File: src/rtl/sdrd_word_collector.sv
// Assembles SDRD bits sampled on qualified read strobes into WORD_W-bit words and
// hands them to the host through a one-entry valid/ready buffer, flagging bad reads, gaps and overruns.
module sdrd_word_collector #(
   parameter int WORD_W    = 8,
   parameter int LSB_FIRST = 1,
   parameter int TIMEOUT   = 255,
   parameter int TMR_W     = 8
) (
   input  logic              clk,
   input  logic              rst,
   input  logic              acc_stb,
   input  logic              sdrd,
   input  logic              sdrd_z,
   input  logic              flush,
   output logic [WORD_W-1:0] out_word,
   output logic              out_valid,
   input  logic              out_ready,
   output logic [4:0]        bit_cnt,
   output logic              bit_err,
   output logic              tmo,
   output logic              ovf,
   input  logic              ovf_clr
);

   localparam int TMO_M1 = (TIMEOUT > 0) ? TIMEOUT - 1 : 0;

   logic [WORD_W-1:0] sr;
   logic [TMR_W-1:0]  timer;

   logic [WORD_W-1:0] sr_shift;
   logic              accept;
   logic              bad;
   logic              last;
   logic              part;
   logic              expire;
   logic              pop;
   logic              load;
   logic              drop;

   // NOTE: every always_comb output gets a default first so no path leaves it unassigned (no latch).
   always_comb begin
      sr_shift = sr;
      accept   = 1'b0;
      bad      = 1'b0;
      last     = 1'b0;
      part     = 1'b0;
      expire   = 1'b0;
      pop      = 1'b0;
      load     = 1'b0;
      drop     = 1'b0;

      // flush swallows a coincident strobe entirely, good or bad
      accept = acc_stb & ~sdrd_z & ~flush;
      bad    = acc_stb &  sdrd_z & ~flush;
      part   = (bit_cnt != 5'd0);
      last   = accept && (bit_cnt == 5'(WORD_W - 1));

      if (LSB_FIRST != 0) sr_shift = {sdrd, sr[WORD_W-1:1]};
      else                sr_shift = {sr[WORD_W-2:0], sdrd};

      // expiry fires on the TIMEOUT-th idle cycle; a bit accepted in that cycle wins
      expire = (TIMEOUT != 0) && part && !accept && !bad && !flush
               && (timer == TMR_W'(TMO_M1));

      pop  = out_valid & out_ready;
      load = last & (~out_valid | pop);
      drop = last & out_valid & ~pop;
   end

   // NOTE: all state is updated with non-blocking assignments so every register sees pre-edge values.
   always_ff @(posedge clk) begin
      if (rst) begin
         sr        <= '0;
         bit_cnt   <= '0;
         timer     <= '0;
         out_word  <= '0;
         out_valid <= 1'b0;
         bit_err   <= 1'b0;
         tmo       <= 1'b0;
         ovf       <= 1'b0;
      end else begin
         bit_err <= bad;
         tmo     <= expire;

         if (flush || bad || expire) begin
            sr      <= '0;
            bit_cnt <= '0;
            timer   <= '0;
         end else if (accept) begin
            timer <= '0;
            if (last) begin
               sr      <= '0;
               bit_cnt <= '0;
            end else begin
               sr      <= sr_shift;
               bit_cnt <= bit_cnt + 5'd1;
            end
         end else if (part) begin
            timer <= timer + TMR_W'(1);
         end else begin
            timer <= '0;
         end

         if (load) begin
            out_word  <= sr_shift;
            out_valid <= 1'b1;
         end else if (pop) begin
            out_valid <= 1'b0;
         end

         if (drop)         ovf <= 1'b1;
         else if (ovf_clr) ovf <= 1'b0;
      end
   end

endmodule

File: config.mk
export PLATFORM = sky130hd
export DESIGN_NAME = sdrd_word_collector
export DESIGN_NICKNAME = d
export VERILOG_FILES = /design/src/rtl/sdrd_word_collector.sv
export SDC_FILE = /design/constraint.sdc
export NUM_CORES = 1
export LEC_CHECK = 0
export CAP_MARGIN = 10
export CORE_UTILIZATION = 25
export DETAILED_ROUTE_END_ITERATION = 7
export GPL_TIMING_DRIVEN = 0
export PLACE_DENSITY = 0.55
export SYNTH_ARGS = -nofsm -noshare
export SYNTH_HDL_FRONTEND = slang
export SYNTH_SLANG_ARGS = --single-unit
File: constraint.sdc
create_clock -name clk -period 5.2 [get_ports clk]
set_clock_uncertainty 0.2 [all_clocks]
set_input_delay 1.04 -clock clk [delete_from_list [all_inputs] [get_ports clk]]
set_output_delay 1.04 -clock clk [all_outputs]
set_load 0.03 [all_outputs]
* Word level (Yosys, flattened, before mapping)
Cells that the tools add are included.
** Cells by class
- Add/sub/neg operators :: 2
- $mul :: 0
- Divide/modulo/power cells :: 0
- Order comparisons :: 0
- Eq/ne operators :: 2
- Shifts and indexed selects :: 0
- Muxes and demuxes :: 6
- Bitwise gates (word level) :: 14
- Reduce and logical (&&, ||, !) cells :: 15
** Operator list (count)
- $add 8x1->8 const B :: 1
- $and 1x1->1 :: 8
- $eq 8x8->1 const B :: 1
- $mux 8 :: 1
- $add 5x1->5 const B :: 1
- $eq 5x3->1 const B :: 1
- $logic_and 1x1->1 :: 5
- $mux 5 :: 1
- $not 1->1 :: 5
- $reduce_bool 5->1 :: 1
- $mux 1 :: 4
- $reduce_bool 2->1 :: 2
- $reduce_or 4->1 :: 1
- $logic_not 1->1 :: 3
- $logic_or 1x1->1 :: 2
- $reduce_or 2->1 :: 1
- $or 1x1->1 :: 1
** Word-level totals
- Register bits after elaboration :: 33
- Bits in latches :: 0
- Bits in writable memories :: 0
- Memory bits (read-only) :: 0
- Input port bits :: 8
- Output and inout bits :: 17
- Logic and storage cells :: 47
- Memories :: 0

* Depth between registers and ports, before layout
Gate-level depths: netlist of run 1.
- Depth in word-level cells :: 10
- Mapped depth :: 6
- Mapped depth without buffers :: 5

* Worst setup path before layout of run 1
Ideal clock, no wire load.
- Kind :: input to register
- Start point :: input flush
- End point :: register bit_cnt[3]
- Arrival :: 2.207 ns
- Path slack :: 2.713 ns
- Stages :: 4
- Buffers on the path :: 1
- Path through :: or3b_1 > buf_2 > or4_4 > a211oi_2
** On the way
- Longest elaborated chain between the ends :: 9
** Ends and longest elaborated chain
- start, declared :: line 14 : input logic flush,
- $not 1->1 :: line 53, 54
- $and 1x1->1 :: line 53 : accept = acc_stb & ~sdrd_z & ~flush;
- $logic_not 1->1 :: line 62 : expire = (TIMEOUT != 0) && part && !accept && !bad && !flush
- $logic_and 1x1->1 (3 in a row) :: line 62
- $logic_and 1x1->1 :: line 63 : && (timer == TMR_W'(TMO_M1));
- $logic_or 1x1->1 :: line 85 : if (flush || bad || expire) begin
- $reduce_or 2->1 (no source line)
- end signal, assigned :: line 96 : bit_cnt <= bit_cnt + 5'd1;
- end, declared :: line 18 : output logic [4:0] bit_cnt,
Several ways; a longest one is shown, not always the timed one.
A chain may end at the register's enable or synchronous reset.

* Worst setup path in the final report of run 1
- Start point :: input acc_stb
- End point :: register out_word[0]
** On the way
- Longest elaborated chain between the ends :: 4
** Ends and longest elaborated chain
- start, declared :: line 11 : input logic acc_stb,
- $and 1x1->1 (2 in a row) :: line 53
- $logic_and 1x1->1 :: line 56 : last = accept && (bit_cnt == 5'(WORD_W - 1));
- $and 1x1->1 :: line 66 : load = last & (~out_valid | pop);
- end signal, assigned :: line 105 : out_word <= sr_shift;
- end, declared :: line 15 : output logic [WORD_W-1:0] out_word,
Every way passes these cells.

==> results of run 1 <==
==> area by class of cell <==
class,instances,area (um^2),area share
Multi-Input combinational cell,109,729,0.396
Sequential cell,32,641,0.348
Timing Repair Buffer,24,240,0.130
Tap cell,72,90.1,0.0489
Clock buffer,5,68.8,0.0373
Buffer,9,36.3,0.0197
Clock inverter,3,18.8,0.0102
Inverter,5,18.8,0.0102
==> registers in the layout, indices dropped and copies added, names as in the netlist <==
| name | count |
|---|---|
| ovf | 1 |
| bit_err | 1 |
| bit_cnt | 5 |
| out_valid | 1 |
| tmo | 1 |
| timer | 8 |
| out_word | 8 |
| sr | 7 |
==> cells by family after synthesis <==
kind of cell	Yosys count	share of synthesized area
AND/OR/NAND/NOR	72	0.291
flip-flops	32	0.450
AO/OA/AOI/OAI	21	0.104
buffers and inverters	14	0.0386
multiplexers	8	0.0562
XOR/XNOR	4	0.0246
adder cells (fa/ha/maj)	4	0.0351
==> cells in the final DEF (no fill, tap or decap), types with 2 or more instances in the layout <==
master / n
buf_2: 2
clkdlybuf4s50_1: 24
nor3_1: 8
a211oi_1: 13
xnor2_1: 2
nor2_1: 4
or3_1: 4
nand2b_1: 16
nand2_1: 12
o21ai_0: 5
ha_1: 4
xor2_1: 2
mux2i_1: 8
clkbuf_8: 5
nor4bb_1: 2
clkinv_2: 2
dfxtp_1: 32
inv_1: 5
clkbuf_1: 7
nand3_1: 16
==> per-layer routing <==
metal | share of wire | wire length (um) | GRT usage | up-vias
li1 | - | - | - | 613
met2 | 0.45 | 1300 | 0.171 | 22
met3 | 0.044 | 129 | 0.0341 | 6
met4 | 0.026 | 76 | 0.0623 | 0
met1 | 0.48 | 1400 | 0.136 | 529
met5 | 0 | 0 | 0 | -
==> report_power, final <==
group	internal [mW]	total (mW)	switching (mW)
Combinational	0.00939	0.0195	0.0101
Clock	0.0931	0.187	0.0936
Sequential	0.245	0.246	0.000380
==> worst reg2reg max path, cell delays in order, from the launching register on <==
cell      delay [ps]
dfxtp_1          430
inv_1             90
ha_1             190
nor4b_1          150
nor4_1           500
buf_2            340
a211oi_1          70
==> worst paths after layout <==
| check | start | to | slack, ps | cells after the start |
|---|---|---|---|---|
| worst max register to register | bit_cnt[0] | sr[6] | 3090 | 6 |
| worst min-delay path | sr[1] | sr[1] | 260 | 2 |
| worst min register to register | sr[1] | sr[1] | 260 | 2 |
| worst max-delay path | acc_stb | out_word[0] | 2410 | 5 |
==> reports/results.ini, run 1 <==
[status]
status=completed

[setup_path]
cp_top_family=simple AND/OR/NAND/NOR gates
cp_max_fo=8
worst_ep_arrival_time_ps=2800
worstPathRequired_ps=5210
worst_setup_path_end_kind=register
cp-start-kind=input port
cp_slowest_cell=clkdlybuf4s50_1
worst-setup-path-type=input port to register
path_cells=clkdlybuf4s50_1, or3b_1, buf_2, nor3_4, mux2i_1
slowest_delay_ps=550
critPathBufInv=2

[drt]
vias_per_cell=4.52
drt-initial-drc-count=16
drtAntennaViolNets=0
num_vias=1170
wl_um=2910
drc=0
first_pass_iters=4
wire_per_inst_um=11.2

[cts]
clock-root-buffer=clkbuf_8
cts_max_path_buffers=2
cts_buffers=5
htreeDepth=2
worstSkewPairLatency_ps=280
cts.repair.resized=0
clock_sinks=32
post_cts_buffers=0
ctsHoldBuffers=0
clk_pin_slew_ps=60
cts_tree=yes

[pwr]
ir_worst_vdd_mv=0.0995
power_leakage_nw=0.538
power.total_mw=0.452
power.density_mw_per_mm2=245

[yosys]
ys.flop_type=dfxtp_1
synth_top_area_share=0.450
synth_nets=167
synth_area_mm2=0.00143
ys_ff_latch=32
ys_async_sr_fraction=0
synth_common_cells=32 x dfxtp_1, 16 x nand2b_1, 16 x nand3_1, 13 x a211oi_1, 12 x nand2_1
syn-mean-instance-area_um2=9.19
synthTopCellsByArea=dfxtp_1 45%, nand2b_1 7.0%, a211oi_1 6.8%, mux2i_1 5.6%, nand3_1 5.6%
seq_area_frac_synth=0.450
yosys_warnings=0
yosysUniqueCellTypes=30
synth-edff-count=0
synth.most_common_cell=dfxtp_1
synthCells=155
yosysTopAreaCell=dfxtp_1

[flow_run]
maxCapViolations=0

[placed_design]
placedInstanceArea_mm2=0.00176
place_ws_ps=2080
portBuffers=24
dp.cells=251
dpl.hpwl_um=2110
gp_congestion=0.716

[global_route]
antenna_found_initial=0
grt_max_degree=12
grt_pass1_vias=1104
track_usage=0.111
grt-ovfl-total=0
grt_pass1_wl_um=5190

[min_path]
min_path_type=register to register

[sta]
drv_slew=0
slew_headroom=0.625
finalHoldViolCount=0
max_freq_mhz=358
fin_crit_sh=0.537
worst_pin_slew_ps=555
layout_setup_ws_ps=2410
fin_crit_ps=2790
hold_slack_ps=259
rsz0062_at_grt=false
tns_ps=0
setup_viol=0

[cells_and_area]
area_growth_pct=29.3
nFillCells=576
insertedDiodeCount=0
drive_gt1_frac=0.0695
stdcell_count=259
fin_area_mm2=0.00184
fin_nets=198
fin_util=0.335

[floorplan]
rows=27
ioPinCount=25
fp.dieH_um=77.5
dieArea_mm2=0.00601
core-area_mm2=0.00551
fp.dieW_um=77.5
start_util=0.259

No activity file was read; power rests on OpenSTA's default activity.
==> run 2, diff against run 1 <==
- PLACE_DENSITY: 0.55 -> 0.56
- clock period: 5.2 -> 2.4 ns (I/O delays scaled with it)
==> run 2 against run 1 <==
Compared with the run above:
- die area unchanged
- clock power rose by 130%
- sequential share of layout area down 0.12 points
- clock-buffer cell count up 2
==> reports/results.ini, run 2 (synthesis results as in run 1) <==
[status]
status=completed

[setup_path]
startpoint=acc_stb
cp_max_fo=6  ; -2
worst-setup-path-type=input port to register
worst_setup_path_end_kind=register
r2r-start=bit_cnt[0]
r2r_slack_ps=300  ; -2790 ps
r2r-end=bit_cnt[1]
worstPathRequired_ps=2410  ; -2800 ps
ff2ff_path_depth=6  ; unchanged
cp-start-kind=input port
crit_end=bit_cnt[3]
worst_ep_arrival_time_ps=2250  ; -550 ps

[placed_design]
portBuffers=24  ; unchanged
dpl.hpwl_um=2100  ; -0.42%
gp_congestion=0.715  ; -0.15%
place_ws_ps=-192  ; -2270 ps

[cells_and_area]
reg_top3=out_word x8, timer x8, sr x7
final_common_cell=dfxtp_1
nFillCells=591  ; +2.6%
mostFrequentLayoutCells=32 x dfxtp_1, 24 x clkdlybuf4s50_1, 16 x nand2b_1, 16 x nand3_1, 13 x a211oi_1
fin_util=0.336  ; +0.00114
drive_gt1_frac=0.0642  ; -0.00535
fin_nets=198  ; unchanged
insertedDiodeCount=0  ; unchanged
area_growth_pct=29.8

[cts]
worstSkewPairLatency_ps=280  ; about the same
clock_sinks=32  ; unchanged
htreeDepth=2  ; unchanged
clock-root-buffer=clkbuf_8
cts_buffers=5  ; unchanged
ctsHoldBuffers=0  ; unchanged
post_cts_buffers=0  ; unchanged
cts.repair.resized=0  ; unchanged
cts_tree=yes
cts_max_path_buffers=2  ; unchanged
clk_pin_slew_ps=70  ; about the same

[drt]
drtAntennaViolNets=0  ; unchanged
drc=0  ; unchanged
num_vias=1185  ; +1.3%
wl_um=2990  ; +2.8%
drt-initial-drc-count=23  ; +7
first_pass_iters=4  ; unchanged
wire_per_inst_um=11.5  ; +2.8%
vias_per_cell=4.58  ; +1.3%

[floorplan]
fp.dieW_um=77.5  ; unchanged
dieArea_mm2=0.00601  ; unchanged
ioPinCount=25  ; unchanged
fp.dieH_um=77.5  ; unchanged
core-area_mm2=0.00551  ; unchanged
start_util=0.259  ; unchanged
rows=27  ; unchanged

[sta]
drv_slew=0  ; unchanged
rsz0062_at_grt=false
max_freq_mhz=447
worst_pin_slew_ps=572  ; +16.5 ps
fin_crit_sh=0.933
setup_viol=0  ; unchanged
slew_headroom=0.614  ; -0.0111
layout_setup_ws_ps=162  ; -2250 ps
finalHoldViolCount=0  ; unchanged
tns_ps=0  ; unchanged
fin_crit_ps=2240

[pwr]
power.density_mw_per_mm2=547  ; +120%
ir_worst_vdd_mv=0.190  ; +91%
power_leakage_nw=0.535  ; -0.64%

[global_route]
grt_max_degree=11  ; -1
grt_pass1_vias=1052  ; -4.7%
track_usage=0.112  ; +0.00144
grt_pass1_wl_um=5140  ; -0.93%
grt-ovfl-total=0  ; unchanged
antenna_found_initial=0  ; unchanged

[min_path]
min_path_type=register to register

[flow_run]
maxCapViolations=0  ; unchanged

-- run 2: cell count changes in the layout (fill, tap and decap cells not counted), sizes merged --
cell      previous run  this run
clkbuf              12        14
clkinvlp             0         1
clkinv               3         0
-- run 2: per-layer routing --
layer	GRT usage	vias up	share of wire
met3	0.0365	5	0.044
met2	0.171	22	0.46
met5	0	-	0
li1	-	615	-
met4	0.0679	0	0.023
met1	0.137	543	0.47
-- run 2: final cells by class --
type,instances,area [um^2],area share
sequential,32,641,0.346
multi-input combinational,109,729,0.394
clock inverter,1,7.51,0.00406
clock buffer,7,86.3,0.0467
inverter,5,18.8,0.0101
timing repair buffer,24,240,0.130
tap,72,90.1,0.0487
buffer,9,36.3,0.0196
-- run 2: power breakdown --
part           internal, mW  switching [mW]  leakage [nW]
Combinational        0.0204          0.0223         0.233
Sequential            0.532        0.000839         0.258
Clock                 0.233           0.203        0.0445
-- run 2: worst min path at each step --
stage	start	to	slack [ps]	depth (start not counted)
after floorplan	sr[1]	sr[1]	240	2
after global placement	sr[1]	sr[1]	250	2
after detailed placement	sr[1]	sr[1]	250	2
after CTS	sr[1]	sr[1]	260	2
after global routing	sr[1]	sr[1]	270	2
final	sr[1]	sr[1]	260	2
-- run 2: through the flow --
stage / area (um^2) / power (mW) / instances / hold slack [ps]
6_report: 1850 / 1.01 / 259 / 261
4_1_cts: 1850 / 1.03 / 259 / 263
3_3_place_gp: 1760 / 0.588 / 251 / 251
3_5_place_dp: 1760 / 0.588 / 251 / 254
5_1_grt: 1850 / 1.06 / 259 / 272
2_1_floorplan: 1430 / 0.565 / 155 / 238
-- run 2: worst max-delay path: stages --
cell             delay [ps]
clkdlybuf4s50_1         550
or3b_1                  360
buf_2                   170
or4_4                   510
a211oi_2                180
